--- src/rtl/shared_dff_write_arbiter.sv ---
`default_nettype none
// ============================================================================
// Module   : shared_dff_write_arbiter
// Purpose  : Round-robin arbiter that lets NREQ requesters share write access
//            to one WIDTH-bit register. A grant is issued one cycle after a
//            request is seen in IDLE. The granted requester's data is written
//            on the following edge. At most one write is committed every two
//            cycles.
// Ports    : clk_i    - single clock, rising edge
//            rst_i    - synchronous active-high reset
//            req_i    - per-requester level request (bit i = requester i)
//            wdata_i  - requester i data in bits [i*WIDTH +: WIDTH]
//            clr_i    - synchronous clear of the shared register
//            gnt_o    - registered one-hot grant, one cycle per write
//            q_o      - shared register contents
//            owner_o  - index of the requester whose data is in q_o
//            upd_o    - one-cycle pulse the cycle after q_o takes a write
// Revision : 1.0 - initial release
// ============================================================================
module shared_dff_write_arbiter #(
  parameter int               NREQ      = 4,
  parameter int               WIDTH     = 8,
  parameter logic [WIDTH-1:0] RESET_VAL = '0
) (
  input  logic                    clk_i,
  input  logic                    rst_i,
  input  logic [NREQ-1:0]         req_i,
  input  logic [NREQ*WIDTH-1:0]   wdata_i,
  input  logic                    clr_i,
  output logic [NREQ-1:0]         gnt_o,
  output logic [WIDTH-1:0]        q_o,
  output logic [$clog2(NREQ)-1:0] owner_o,
  output logic                    upd_o
);

  localparam int PW = $clog2(NREQ);

  typedef enum logic [0:0] {
    S_IDLE  = 1'b0,
    S_GRANT = 1'b1
  } state_t;

  state_t            state_q, state_d;
  logic [NREQ-1:0]   gnt_q,   gnt_d;
  logic [WIDTH-1:0]  q_q,     q_d;
  logic [PW-1:0]     owner_q, owner_d;
  logic              upd_q,   upd_d;
  logic [PW-1:0]     ptr_q,   ptr_d;
  logic [PW-1:0]     win_q,   win_d;   // requester granted in the current GRANT cycle

  logic [WIDTH-1:0]  slice [NREQ];
  logic              found;
  logic [PW-1:0]     sel;
  logic [PW-1:0]     win_next;
  int                idx;

  for (genvar i = 0; i < NREQ; i++) begin : g_slice
    assign slice[i] = wdata_i[i*WIDTH +: WIDTH];
  end

  // Round-robin search: first set request at or above ptr, wrapping to 0.
  always_comb begin
    found = 1'b0;
    sel   = '0;
    idx   = 0;
    for (int k = 0; k < NREQ; k++) begin
      idx = int'(ptr_q) + k;
      if (idx >= NREQ) idx = idx - NREQ;
      if (!found && req_i[idx]) begin
        found = 1'b1;
        sel   = PW'(idx);
      end
    end
  end

  assign win_next = (win_q == PW'(NREQ - 1)) ? '0 : win_q + 1'b1;

  always_comb begin
    state_d = state_q;
    gnt_d   = '0;
    q_d     = q_q;
    owner_d = owner_q;
    upd_d   = 1'b0;
    ptr_d   = ptr_q;
    win_d   = win_q;

    case (state_q)
      S_IDLE: begin
        if (found) begin
          gnt_d[sel] = 1'b1;
          win_d      = sel;
          state_d    = S_GRANT;
        end
      end
      S_GRANT: begin
        // The write is committed regardless of req in this cycle; data is
        // taken from the live wdata at this edge.
        state_d = S_IDLE;
        q_d     = slice[win_q];
        owner_d = win_q;
        ptr_d   = win_next;
        upd_d   = 1'b1;
      end
      default: state_d = S_IDLE;
    endcase

    // Clear beats a pending write, but the grant and pointer advance stand.
    if (clr_i) begin
      q_d     = RESET_VAL;
      owner_d = '0;
      upd_d   = 1'b0;
    end
  end

  always_ff @(posedge clk_i) begin
    if (rst_i) begin
      state_q <= S_IDLE;
      gnt_q   <= '0;
      q_q     <= RESET_VAL;
      owner_q <= '0;
      upd_q   <= 1'b0;
      ptr_q   <= '0;
      win_q   <= '0;
    end else begin
      state_q <= state_d;
      gnt_q   <= gnt_d;
      q_q     <= q_d;
      owner_q <= owner_d;
      upd_q   <= upd_d;
      ptr_q   <= ptr_d;
      win_q   <= win_d;
    end
  end

  assign gnt_o   = gnt_q;
  assign q_o     = q_q;
  assign owner_o = owner_q;
  assign upd_o   = upd_q;

endmodule
`default_nettype wire

--- config.mk ---
export PLATFORM = sky130hd
export DESIGN_NAME = shared_dff_write_arbiter
export DESIGN_NICKNAME = d
export VERILOG_FILES = /design/src/rtl/shared_dff_write_arbiter.sv
export SDC_FILE = /design/constraint.sdc
export NUM_CORES = 1
export LEC_CHECK = 0
export BUFFER_PORTS_ARGS = -buffer_cell sky130_fd_sc_hd__buf_2
export CORE_MARGIN = 4
export CORE_UTILIZATION = 43
export DETAILED_ROUTE_END_ITERATION = 8
export PLACE_DENSITY = 0.78
export SLEW_MARGIN = 0
export SYNTH_ARGS = -nofsm -noshare
export SYNTH_HDL_FRONTEND = slang
export SYNTH_SLANG_ARGS = --single-unit
--- constraint.sdc ---
create_clock -name clk_i -period 1.9 [get_ports clk_i]
set_clock_uncertainty 0.2 [all_clocks]
set_input_delay 0.19 -clock clk_i [delete_from_list [all_inputs] [get_ports clk_i]]
set_output_delay 0.19 -clock clk_i [all_outputs]
set_load 0.05 [all_outputs]
==> results.py <==
metrics = {
    "cts": {
        "cts_tree": "yes",
        "clock_network_latency_to_the_later_pin_of_the_worst_skew_pair_ps": 290,
        "cts_root_buf": "sky130_fd_sc_hd__clkbuf_4",
        "post-cts-setup-buffers": 0,
        "path_clk_slew_ps": 110,
        "clock_sink_count": 20,
        "cts_inserted_buffers": 3,
        "clockBufferDepth": 2,
        "post_cts.resized_instances": 0,
        "ctsHtreeMaxLevel": 1,
    },
    "grt": {
        "global_route.overflow_total": 0,
        "pin_count_of_the_biggest_net_entering_global_routing": 14,
        "grt_pass1_wl_um": 3540,
        "first_global_vias": 773,
        "grt_usage_pct": 14.2,
        "grt_antenna_before_repair": 0,
    },
    "placement": {
        "dp_hpwl_um": 1890,
        "place_congestion": 0.809,
        "placed_area_um2": 1250,
        "buffer_ports.inserted": 53,
    },
    "routing": {
        "drt.antenna.violating_nets": 0,
        "routed_vias": 855,
        "aggregate_routed_wire_length_um": 2260,
        "post_drt_wl_per_cell_um": 13.5,
        "drc_errors": 0,
        "via_per_inst": 5.09,
        "detail_route.first_pass.iterations": 5,
        "detail_route.iter0.violations": 15,
    },
    "power": {
        "max-vdd-ir-drop_uv": 466,
        "power_leakage_nw": 0.615,
        "p_per_area_nw_per_um2": 736,
    },
    "die": {
        "fp.dieH_um": 55.2,
        "num_rows": 16,
        "core-area_um2": 2040,
        "die-width_um": 55.2,
        "initial_utilization_pct": 46.9,
        "io-pin-count": 54,
        "design.die.area_um2": 3050,
    },
    "min_path": {
        "holdCritStartpoint": "req_i[2]",
        "hold_path.class": "input port to flop",
    },
    "worst_setup_path": {
        "cp-start-kind": "flop",
        "reg2reg_from": "win_q[0]",
        "cp.required_ps": 1880,
        "cp_max_fo": 6,
        "endpoint_kind": "flop",
        "setup.worst_path.class": "flop to flop",
        "arrival_ps": 1650,
        "worst_setup_sp": "win_q[0]",
    },
    "synthesis": {
        "mean_cell_area_of_the_mapped_netlist_um2": 11.1,
        "synth_top_area_cell": "sky130_fd_sc_hd__dfxtp_1",
        "synth_largest_type_area_fraction_pct": 41.8,
        "leading_cell_types_by_total_area_after_synthesis": "sky130_fd_sc_hd__dfxtp_1 42%, sky130_fd_sc_hd__mux4_2 19%, sky130_fd_sc_hd__mux2i_1 11%, sky130_fd_sc_hd__nor2_1 5.9%, sky130_fd_sc_hd__nand2b_1 2.6%",
        "synthesis_stage_register_bit_count": 20,
        "synthCells": 86,
        "postSynthNetCount": 126,
        "netlist_area_um2": 958,
        "yosysUniqueCellTypes": 25,
        "synth_seq_area_share_pct": 41.8,
        "yosys_warnings": 0,
    },
    "timing": {
        "setup-tns-final_ps": 0,
        "maxSlewViolCount": 0,
        "finalHoldViolations": 0,
        "final-setup-viol-count": 0,
        "grt_setup_unrepaired": "false",
        "final.period_utilization_pct": 87.7,
        "period_needed_ps": 1670,
        "timing.fmax_mhz": 600,
        "max_slew_margin_pct": 69.6,
        "timing_worst_slew_pin_value_ps": 456,
        "post_route_hold_slack_ps": 105,
    },
    "final_layout": {
        "layout.cells.most_common": "sky130_fd_sc_hd__buf_2",
        "drive_above_1_share_pct": 52.5,
        "layout.area.seq_um2": 400,
        "fill_cells": 184,
        "layout.core_utilization_pct": 63.5,
        "final_net_count": 182,
        "antennaDiodeCount": 0,
        "stdcell_area_um2": 1300,
        "layout.cells.most_common_list": "53 x sky130_fd_sc_hd__buf_2, 20 x sky130_fd_sc_hd__dfxtp_1, 15 x sky130_fd_sc_hd__nor2_1",
        "multi_input_area_um2": 518,
        "area_growth_pct": 35.4,
    },
    "outcome": {
        "outcome": "complete, no violations",
    },
    "run": {
        "drv_cap": 0,
    },
}
[metal layers]
layer | GRT usage (%) | wire length (µm)
met2 | 23.3 | 1080
met5 | 0 | 0
met1 | 17.9 | 984
met3 | 5.83 | 199
met4 | 2.08 | 0
[worst max-delay path, cell delays in order, from the launching register on]
cell	delay (ps)
sky130_fd_sc_hd__dfxtp_1	430
sky130_fd_sc_hd__buf_4	210
sky130_fd_sc_hd__mux4_2	520
sky130_fd_sc_hd__mux2i_1	140
sky130_fd_sc_hd__nor2_1	50
[flip-flops by register name, summed over array words and instances, names as in the netlist]
| register | flops |
|---|---|
| ptr_q | 2 |
| q_o | 8 |
| upd_o | 1 |
| state_q | 1 |
| gnt_o | 4 |
| win_q | 2 |
| owner_o | 2 |
[kinds of logic after synthesis]
family,Yosys count,synth area share (%)
buf+inv,9,4.18
flops,20,41.8
compound gates,8,6.40
fa+ha+maj,1,1.31
simple gates,29,16.1
mux,19,30.3
[synth_stat cells]
| cell type | count |
|---|---|
| sky130_fd_sc_hd__nor2_1 | 15 |
| sky130_fd_sc_hd__buf_2 | 2 |
| sky130_fd_sc_hd__inv_2 | 2 |
| sky130_fd_sc_hd__a21oi_1 | 3 |
| sky130_fd_sc_hd__ha_1 | 1 |
| sky130_fd_sc_hd__nor2b_1 | 2 |
| sky130_fd_sc_hd__or2_2 | 1 |
| sky130_fd_sc_hd__a21o_1 | 1 |
| sky130_fd_sc_hd__nand2b_1 | 4 |
| sky130_fd_sc_hd__and3_1 | 1 |
| sky130_fd_sc_hd__or3_1 | 1 |
| sky130_fd_sc_hd__clkbuf_1 | 3 |
| sky130_fd_sc_hd__o32ai_2 | 1 |
| sky130_fd_sc_hd__nor3b_1 | 1 |
| sky130_fd_sc_hd__a221o_1 | 1 |
| sky130_fd_sc_hd__nor4_1 | 1 |
| sky130_fd_sc_hd__mux4_2 | 8 |
| sky130_fd_sc_hd__nor3_2 | 1 |
| sky130_fd_sc_hd__dfxtp_1 | 20 |
| sky130_fd_sc_hd__buf_4 | 1 |
| sky130_fd_sc_hd__o22ai_1 | 2 |
| sky130_fd_sc_hd__inv_1 | 1 |
| sky130_fd_sc_hd__nor3b_2 | 1 |
| sky130_fd_sc_hd__mux2i_1 | 11 |
| sky130_fd_sc_hd__nor3_1 | 1 |
[final timing paths]
check | depth (start not counted) | slack (ps) | end
worst min-delay path | 4 | 100 | win_q[1]
worst max-delay path | 4 | 230 | q_o[6]
worst min register to register | 2 | 300 | q_o[3]
worst max register to register | 4 | 230 | q_o[6]
[through the flow]
stage | total power [mW] | instances | setup WS (ps)
CTS | 0.966 | 168 | 210
detailed placement | 0.727 | 163 | 226
floorplan | 0.647 | 86 | 346
global route | 1.01 | 168 | 146
global placement | 0.717 | 163 | 295
finish | 0.955 | 168 | 234
[cell type report]
type                       count  area share, %
clock buffer                   4           2.80
inverter                       3          0.868
multi-input combinational     57           39.9
sequential                    20           30.9
tap                           27           2.60
timing repair buffer          57           23.0
[where the power goes]
group	leakage, nW	total, mW	switching, mW	internal (mW)
clock	0.0210	0.239	0.122	0.117
sequential	0.163	0.461	0.0192	0.442
combinational	0.431	0.255	0.132	0.124
[what timing repair did]
action	4_1_cts	5_1_grt
setup endpoints to repair	0	0
hold endpoints to repair	2	0
hold buffers	1	0
(Power assumes the default switching activity.)
